<file path="src/rtl/fetch_pkg.sv">
// Shared constants and bundle types for the instruction-fetch stage.
// Queue entries pair a fetched word with the PC it was fetched from.
package fetch_pkg;

  localparam logic [31:0] NOP_INSTR    = 32'h0000_0013;
  localparam logic [31:0] RESET_PC_DEF = 32'h0000_0000;

  typedef struct packed {
    logic [31:0] instr;
    logic [31:0] pc;
  } fetch_entry_t;

endpackage

</file>
<file path="src/rtl/fetch_queue.sv">
// Small synchronous FIFO used for both the instruction queue and the
// in-flight request PC tracker; DEPTH must be a power of two.
module fetch_queue
  import fetch_pkg::*;
#(
  parameter int  DEPTH = 2,
  parameter type T     = fetch_entry_t
) (
  input  logic                     clk,
  input  logic                     reset_n,
  input  logic                     push,
  input  T                         din,
  input  logic                     pop,
  output T                         dout,
  input  logic                     flush,
  output logic                     full,
  output logic                     empty,
  output logic [$clog2(DEPTH):0]   count
);

  localparam int AW = $clog2(DEPTH);
  localparam logic [AW-1:0] PINC = AW'(1);
  localparam logic [AW:0]   CINC = (AW+1)'(1);

  T              mem [DEPTH];
  logic [AW-1:0] wr_q;
  logic [AW-1:0] rd_q;
  logic [AW:0]   cnt_q;
  logic          do_push;
  logic          do_pop;

  assign full    = (cnt_q == (AW+1)'(DEPTH));
  assign empty   = (cnt_q == '0);
  assign count   = cnt_q;
  assign dout    = mem[rd_q];
  assign do_push = push && !full;
  assign do_pop  = pop && !empty;

  always_ff @(posedge clk) begin
    if (do_push && !flush) mem[wr_q] <= din;
  end

  always_ff @(posedge clk or negedge reset_n) begin
    if (!reset_n) begin
      wr_q  <= '0;
      rd_q  <= '0;
      cnt_q <= '0;
    end else if (flush) begin
      wr_q  <= '0;
      rd_q  <= '0;
      cnt_q <= '0;
    end else begin
      if (do_push) wr_q <= wr_q + PINC;
      if (do_pop)  rd_q <= rd_q + PINC;
      unique case ({do_push, do_pop})
        2'b10:   cnt_q <= cnt_q + CINC;
        2'b01:   cnt_q <= cnt_q - CINC;
        default: cnt_q <= cnt_q;
      endcase
    end
  end

endmodule

</file>
<file path="src/rtl/fetch_unit.sv">
// RV32I instruction-fetch stage: PC generation, credit-limited imem requests,
// redirect squashing and a small queue toward decode. FETCH_PERF_EN adds counters.
module fetch_unit
  import fetch_pkg::*;
#(
  parameter int              XLEN     = 32,
  parameter logic [XLEN-1:0] RESET_PC = RESET_PC_DEF,
  parameter int              DEPTH    = 2
) (
  input  logic            clk,
  input  logic            reset_n,
  output logic            imem_req_valid,
  output logic [XLEN-1:0] imem_req_addr,
  input  logic            imem_req_ready,
  input  logic            imem_rsp_valid,
  input  logic [XLEN-1:0] imem_rsp_data,
  input  logic            redirect_valid,
  input  logic [XLEN-1:0] redirect_pc,
  output logic            dec_valid,
  output logic [XLEN-1:0] dec_instr,
  output logic [XLEN-1:0] dec_pc,
  output logic [XLEN-1:0] dec_pcplus4,
  input  logic            dec_ready
`ifdef FETCH_PERF_EN
  ,
  output logic [31:0]     perf_fetched,
  output logic [31:0]     perf_dropped,
  output logic [31:0]     perf_stall
`endif
);

  localparam int AW = $clog2(DEPTH);
  localparam int CW = AW + 2;

  logic [XLEN-1:0] pc_q;
  logic            run_q;
  logic [AW:0]     drop_q;
  logic [AW:0]     iq_cnt;
  logic [AW:0]     pcq_cnt;
  logic            iq_full;
  logic            iq_empty;
  logic            pcq_full;
  logic            pcq_empty;
  fetch_entry_t    iq_din;
  fetch_entry_t    iq_head;
  logic [XLEN-1:0] pcq_head;
  logic [CW-1:0]   inuse;
  logic            req_fire;
  logic            rsp_drop;
  logic            rsp_keep;
  logic            pop;

  // queued plus in-flight words never exceed the queue capacity
  assign inuse    = CW'(iq_cnt) + CW'(pcq_cnt);
  assign imem_req_valid = run_q && !redirect_valid && !pcq_full
                          && (inuse < CW'(DEPTH));
  assign imem_req_addr  = pc_q;
  assign req_fire = imem_req_valid && imem_req_ready;
  assign rsp_drop = imem_rsp_valid && (drop_q != '0);
  assign rsp_keep = imem_rsp_valid && (drop_q == '0);
  assign pop      = dec_valid && dec_ready;
  assign iq_din   = '{instr: imem_rsp_data, pc: pcq_head};

  assign dec_valid   = !iq_empty;
  assign dec_instr   = iq_empty ? NOP_INSTR : iq_head.instr;
  assign dec_pc      = iq_empty ? pc_q : iq_head.pc;
  assign dec_pcplus4 = dec_pc + XLEN'(4);

  fetch_queue #(.DEPTH(DEPTH), .T(fetch_entry_t)) u_iq (
    .clk     (clk),
    .reset_n (reset_n),
    .push    (rsp_keep && !redirect_valid),
    .din     (iq_din),
    .pop     (pop),
    .dout    (iq_head),
    .flush   (redirect_valid),
    .full    (iq_full),
    .empty   (iq_empty),
    .count   (iq_cnt)
  );

  fetch_queue #(.DEPTH(DEPTH), .T(logic [XLEN-1:0])) u_pcq (
    .clk     (clk),
    .reset_n (reset_n),
    .push    (req_fire),
    .din     (pc_q),
    .pop     (imem_rsp_valid),
    .dout    (pcq_head),
    .flush   (1'b0),
    .full    (pcq_full),
    .empty   (pcq_empty),
    .count   (pcq_cnt)
  );

  always_ff @(posedge clk or negedge reset_n) begin
    if (!reset_n) begin
      pc_q   <= RESET_PC;
      run_q  <= 1'b0;
      drop_q <= '0;
    end else begin
      run_q <= 1'b1;
      if (redirect_valid) begin
        pc_q   <= redirect_pc & ~XLEN'(3);
        // everything still in flight after this edge is wrong-path
        drop_q <= pcq_cnt - (AW+1)'(imem_rsp_valid);
      end else begin
        if (req_fire) pc_q <= pc_q + XLEN'(4);
        if (rsp_drop) drop_q <= drop_q - (AW+1)'(1);
      end
    end
  end

  a_no_overflow: assert property (@(posedge clk) disable iff (!reset_n)
    !(rsp_keep && iq_full));
  a_rsp_tracked: assert property (@(posedge clk) disable iff (!reset_n)
    !(imem_rsp_valid && pcq_empty));

`ifdef FETCH_PERF_EN
  always_ff @(posedge clk or negedge reset_n) begin
    if (!reset_n) begin
      perf_fetched <= '0;
      perf_dropped <= '0;
      perf_stall   <= '0;
    end else begin
      if (rsp_keep)               perf_fetched <= perf_fetched + 32'd1;
      if (rsp_drop)               perf_dropped <= perf_dropped + 32'd1;
      if (dec_ready && !dec_valid) perf_stall  <= perf_stall + 32'd1;
    end
  end
`endif

endmodule

</file>
<file path="config.mk">
export PLATFORM = sky130hd
export DESIGN_NAME = fetch_unit
export DESIGN_NICKNAME = d
export VERILOG_FILES = /design/src/rtl/fetch_pkg.sv /design/src/rtl/fetch_queue.sv /design/src/rtl/fetch_unit.sv
export SDC_FILE = /design/constraint.sdc
export NUM_CORES = 1
export LEC_CHECK = 0
export BUFFER_PORTS_ARGS = -buffer_cell sky130_fd_sc_hd__buf_2
export CORE_MARGIN = 2
export CORE_UTILIZATION = 30
export CTS_CLUSTER_SIZE = 8
export DETAILED_ROUTE_END_ITERATION = 10
export PLACE_DENSITY = 0.59
export RECOVER_POWER = 100
export SLEW_MARGIN = 5
export SYNTH_ARGS = -nofsm -noshare
export SYNTH_HDL_FRONTEND = slang
export SYNTH_SLANG_ARGS = --single-unit
</file>
<file path="constraint.sdc">
create_clock -name clk -period 7.82 [get_ports clk]
set_clock_uncertainty 0.15 [all_clocks]
set_input_delay 1.564 -clock clk [delete_from_list [all_inputs] [get_ports clk]]
set_output_delay 1.564 -clock clk [all_outputs]
set_load 0.005 [all_outputs]
</file>
==> results of run 1 <==
[report_power, final]
part           switching [uW]  leakage (uW)  internal (uW)
clock network             515      0.000470            813
registers                 125       0.00216           1430
logic                     333       0.00173            263
[synthesized netlist by cell type, types with 9 or more instances]
master	count	area share
nand4_1	11	0.0067
o211ai_1	9	0.0066
mux2_2	42	0.046
a21oi_1	10	0.0049
edfxtp_1	184	0.54
nor3_1	17	0.0083
nand2_1	55	0.020
xor2_1	16	0.014
dfrtp_1	41	0.10
inv_1	33	0.012
nor2_1	59	0.022
xnor2_1	30	0.026
clkbuf_1	15	0.0055
mux2i_1	62	0.061
nand3_1	18	0.0088
o21ai_0	26	0.013
nor4_2	15	0.018
[sequential cells by signal, summed over array words and instances (netlist names)]
register and count:
u_iq.rd_q 1, run_q 1, u_pcq.mem 60, u_iq.wr_q 1
u_pcq.rd_q 1, u_iq.count 2, u_pcq.wr_q 1, u_iq.mem 124
drop_q 2, imem_req_addr 30, u_pcq.count 2
[worst max-delay path, cell delays in order, from the launching register on]
cell     delay [ns]
dfrtp_1        0.60
nor2_1         0.95
inv_6          0.31
mux2i_1        0.25
inv_1          0.11
ha_1           0.20
o31a_1         0.14
o21ai_0        0.14
nor4_2         0.29
nand3_1        0.55
nor4_1         0.44
xor2_1         0.18
buf_2          0.15
[worst paths after layout]
kind | end | slack [ns] | cells past startpoint
setup reg to reg | u_pcq.mem[0][13] | 2.35 | 7
hold / removal | u_pcq.wr_q | 0.34 | 1
max in group asynchronous | u_iq.rd_q | 4.12 | 1
min in group asynchronous | imem_req_addr[22] | 1.66 | 1
hold reg to reg | u_pcq.wr_q | 0.34 | 1
setup / recovery | dec_pcplus4[30] | 1.29 | 12
[per-layer routing]
metal  vias to the layer above  wire length (um)  track usage
met5                         -                 0            0
met4                         0               605       0.0385
met3                        44              1520       0.0291
met2                       221             11400        0.226
met1                      3182             11300        0.181
li1                       3161                 -            -
[area by class of cell]
class	instances	area (um2)	share of cell area
flip-flops and latches	225	6560	0.531
multi-input cells	455	3180	0.258
repair buffers	201	925	0.0749
clock buffers	52	918	0.0744
well taps	448	561	0.0454
inverters	35	136	0.0110
clock inverters	4	67.6	0.00547
diodes	1	2.50	0.000203
[per-stage QoR]
stage	worst slack, ns	power [uW]	cell area (um2)
floorplan	0.558	1950	10200
global placement	2.34	2200	11600
detailed placement	2.27	2220	11600
CTS	1.73	3570	12600
global route	0.768	3660	12300
finish	1.29	3480	12300
[cell families after synthesis]
| logic type | share of synthesized area |
|---|---|
| AOI/OAI and AO/OA | 0.0494 |
| muxes | 0.110 |
| adders and majority gates | 0.00809 |
| xor gates and xnor gates | 0.0395 |
| buffers and inverters | 0.0365 |
| other | 0.000735 |
| and+or+nand+nor | 0.115 |
| DFF | 0.642 |
==> metrics.yaml, run 1 <==
yosys.cell_types.count: 62
whs_ns: 0.336
grt_pass1_vias: 6603
netlist_area_um2: 10200
final_nets: 1028
vdd.ir_drop.worst_mv: 0.146
fmax_mhz: 153
cts_hold_buf: 0
cts_tree: "built"
tightest_slew_ns: 2.98
io_buffers: 191
areaGrowthSynthToFinish_pct: 20.9
wire_per_inst_um: 17.5
dp.final_hpwl_mm: 16.2
final_util: 0.368
post_cts_buffers: 0
routabilityCongestion: 0.750
ios: 200
status: "finished, violations left"
hold_path_startpoint: "u_pcq.wr_q"
chipWidth_um: 188
path_class: "reg -> out"
design.die.area_um2: 35500
violations: "capacitance limit, slew limit"
drv_slew: 328
insertion_delay_ns: 0.51
grt_first_pass_wirelength_mm: 37.6
cp.required_ns: 6.11
layout.cells.non_filler: 1421
drc: 0
synth_edf_count: 184
drtAntennaViolNets: 0
cts_buffers: 34
crit_path_end_kind: "primary output"
hold_class: "reg -> reg"
max-cap-violations: 9
clockRootBuffer: "clkbuf_16"
grt-ovfl-total: 0
antenna_found_initial: 1
start_util: 0.305
grt_max_degree: 57
clk_path_buf_depth: 3
fin_crit_sh: 0.835
cts.sinks: 225
slew-limit-headroom: -0.984
crit_fanout: 28
final_layout_size_suffix_gt1_frac: 0.209
ctsHtreeMaxLevel: 2
layout_min_cycle_time_ns: 6.53
r2r_start: "u_iq.count[0]"
yosysSeqAreaShare: 0.642
p_leak_uw: 0.00437
critical_path_arrival_ns: 4.82
fin_setup_tns_ns: 0
die_h_um: 188
synth_area_per_cell_um2: 13.6
final_cell_mix: "184 x edfxtp_1, 116 x buf_2, 86 x clkbuf_1, 62 x mux2i_1, 60 x nor2_1"
clkTransAtPathRegs_ns: 0.05
drt_iter0_drc: 395
hold_violations: 0
vias: 6608
async_reset_ff_frac: 0.182
rows: 67
avgViaCountPerCell: 4.65
synthCells: 751
ys_ff_latch: 225
layout_commonest_cell: "edfxtp_1"
drtPass1Iterations: 5
power-per-cell-area_nw_per_um2: 282
place_inst: 1364
wirelength_mm: 24.9
cts-resized-gates: 0
startpoint: "u_iq.count[0]"
rsz0062_at_grt: "false"
finalSetupViolations: 0
yosys_most_used_dff: "edfxtp_1"
startpoint_type: "register"
yosys_warnings: 0
core_um2: 33500
grt.total_usage: 0.136
fillers: 3336
(Power assumes the default switching activity.)
==> run 2, diff against run 1 <==
--- a/config.mk
+++ b/config.mk
@@ -5,12 +5,13 @@
 export SDC_FILE = /design/constraint.sdc
 export NUM_CORES = 1
 export LEC_CHECK = 0
+export ABC_AREA = 1
 export BUFFER_PORTS_ARGS = -buffer_cell sky130_fd_sc_hd__buf_2
 export CORE_MARGIN = 2
 export CORE_UTILIZATION = 30
 export CTS_CLUSTER_SIZE = 8
 export DETAILED_ROUTE_END_ITERATION = 10
-export PLACE_DENSITY = 0.59
+export PLACE_DENSITY = 0.6
 export RECOVER_POWER = 100
 export SLEW_MARGIN = 5
 export SYNTH_ARGS = -nofsm -noshare
==> constraint.sdc (replaced) <==
create_clock -name clk -period 5.5 [get_ports clk]
set_clock_uncertainty 0.15 [all_clocks]
set_input_delay 1.1 -clock clk [delete_from_list [all_inputs] [get_ports clk]]
set_output_delay 1.1 -clock clk [all_outputs]
set_load 0.005 [all_outputs]
==> run 2 against run 1 <==
Compared with the run above: the flow still finishes with violations (capacitance limit, slew limit); combinational power grew to 4.3 times the previous value; flip-flop and latch count unchanged; total power rose by 93%; critical path depth is 1 higher; first-iteration DRC count increased by 49%; via count up 39%; critical path type unchanged; critical endpoint is now dec_pcplus4[16]; highest routed layer unchanged.
==> metrics.yaml, run 2 <==
grt_first_pass_wirelength_mm: 50.6
drc: 0
insertion_delay_ns: 0.52
drt_iter0_drc: 588
core_um2: 37400
rows: 71
min_delay_path_depth: 2
yosys_most_used_dff: "edfxtp_1"
cts_buffers: 34
ff2ff_path_depth: 8
cts-resized-gates: 0
start_util: 0.303
final_nets: 1507
slew-limit-headroom: -0.625
path_class: "reg -> out"
p_leak_uw: 0.00556
die_h_um: 198
pre_cts_ws_ns: 1.47
yosysSeqAreaShare: 0.579
crit_fanout: 62
ctsHtreeMaxLevel: 2
fillers: 3826
multi_input_area_um2: 4130
synth_xor_area_frac: 0.0294
layout_commonest_cell: "nand2_1"
final_cell_mix: "536 x nand2_1, 184 x edfxtp_1, 106 x clkbuf_1, 101 x buf_2, 72 x nor2_1"
synth_top_family_by_area: "simple AND/OR/NAND/NOR gates"
finalSetupViolations: 0
synthAdderAreaFrac: 0.00729
design.die.area_um2: 39300
avgViaCountPerCell: 4.67
wirelength_mm: 34.3
place_inst: 1906
yosys.cell_types.count: 38
layout_min_cycle_time_ns: 4.82
ios: 200
clkTransAtPathRegs_ns: 0.05
cts_tree: "built"
grt_pass1_vias: 8604
synth_area_leaders: "edfxtp_1 49%, nand2_1 17%, dfrtp_1 9.1%"
vias: 9153
violations: "capacitance limit, slew limit"
grt_max_degree: 63
dp.final_hpwl_mm: 24.1
post_cts_buffers: 0
grt-ovfl-total: 0
rsz0062_at_grt: "false"
yosysMostFrequentCell: "nand2_1"
antenna_cells: 0
yosysTopAreaCellShare: 0.488
wl_met2_mm: 15.4
netlist_area_um2: 11300
vdd.ir_drop.worst_mv: 0.269
startpoint_type: "register"
stdcell_area_um2: 13500
wire_per_inst_um: 17.5
seqCellArea_um2: 6550
routabilityCongestion: 0.847
power_uw: 6710
synth-compound-area-share: 0.0443
tightest_slew_ns: 2.44
hold_violations: 0
hold_class: "reg -> reg"
drv_slew: 232
setup_ws_ns: 0.677
crit_path_end_kind: "primary output"
status: "finished, violations left"
layout.cells.non_filler: 1959
yosys-top-cells-count: "522 x nand2_1, 184 x edfxtp_1, 69 x inv_1"
cts_hold_buf: 0
synthCells: 1236
areaGrowthSynthToFinish_pct: 19.0
synthMuxAreaShare: 0
drtPass1Iterations: 7
regMostFlops: "u_iq.mem"
top_layer: "met4"
power-per-cell-area_nw_per_um2: 498
cp.required_ns: 4.25
r2r_start: "u_iq.count[0]"
rrSetupSlack_ns: 1.11
place_area_um2: 12700
cts.sinks: 225
synthSimpleGateAreaFrac: 0.288
ys_ff_latch: 225
yosys.area.top_type: "edfxtp_1"
synth_area_per_cell_um2: 9.16
r2r_end: "u_pcq.mem[1][20]"
max-cap-violations: 5
met1Wirelength_mm: 15.4
fin_setup_tns_ns: 0
critical_path_arrival_ns: 3.57
largest_register_ffs: 124
final_layout_size_suffix_gt1_frac: 0.145
chipWidth_um: 198
wl_met3_mm: 2.51
fmax_mhz: 207
clk_path_buf_depth: 3
hold_path_startpoint: "u_pcq.mem[0][20]"
grt.total_usage: 0.171
synth_edf_count: 184
drtAntennaViolNets: 0
clockRootBuffer: "clkbuf_16"
fin_crit_sh: 0.877
async_reset_ff_frac: 0.182
antenna_found_initial: 0
io_buffers: 191
min_to: "u_iq.mem[0][20]"
yosys_warnings: 0
[run 2: cell type report]
class                      instances  share of cell area
timing repair buffer             203              0.0675
clock buffer                      48              0.0670
multi-input combinational        895               0.306
sequential                       225               0.486
clock inverter                     5             0.00520
inverter                          72              0.0202
tap                              511              0.0474
[run 2: cells by family after synthesis]
logic type / after synthesis
XOR/XNOR: 38
adder cells (fa/ha/maj): 6
AND/OR/NAND/NOR: 757
flip-flops: 225
other: 2
AO/OA/AOI/OAI: 87
buffers and inverters: 121
[run 2: how the worst max path moves through the flow]
stage,start,endpoint,slack [ns]
2_1_floorplan,imem_rsp_valid,u_iq.mem[0][10],0.87
5_1_grt,u_iq.rd_q,dec_pcplus4[30],0.41
4_1_cts,u_iq.rd_q,dec_pcplus4[16],0.92
3_3_place_gp,u_iq.rd_q,dec_pcplus4[16],1.47
6_report,u_iq.rd_q,dec_pcplus4[16],0.68
3_5_place_dp,u_iq.rd_q,dec_pcplus4[16],1.47
[run 2: metrics by stage]
stage,utilization,hold WS (ns)
2_1_floorplan,-,0.332
3_3_place_gp,0.340,0.356
3_5_place_dp,0.340,0.369
4_1_cts,0.366,0.382
5_1_grt,0.360,0.397
6_report,0.360,0.379
[run 2: routing by layer]
metal  vias up  global-route usage
met5         -                   0
li1       4434                   -
met2       350               0.270
met4         0              0.0652
met1      4313               0.232
met3        56              0.0317
[run 2: power breakdown]
part	switching [uW]	leakage (uW)	total [uW]	internal (uW)
Clock	748	0.000463	1890	1150
Sequential	174	0.00216	2280	2110
Combinational	1800	0.00294	2530	734
Total	2720	0.00556	6710	3990
[run 2: worst max-delay path: stages (launching register included)]
cell and delay [ns]:
dfrtp_2 0.38, buf_4 0.60, nand2_1 0.15, nand2_1 0.12, nand2_2 0.04, nand2_1 0.12, ha_1 0.22, nand3_1 0.10
nor2_1 0.34, nand2_1 0.26, inv_1 0.16, nand2_1 0.08, xor2_1 0.32, clkbuf_1 0.15
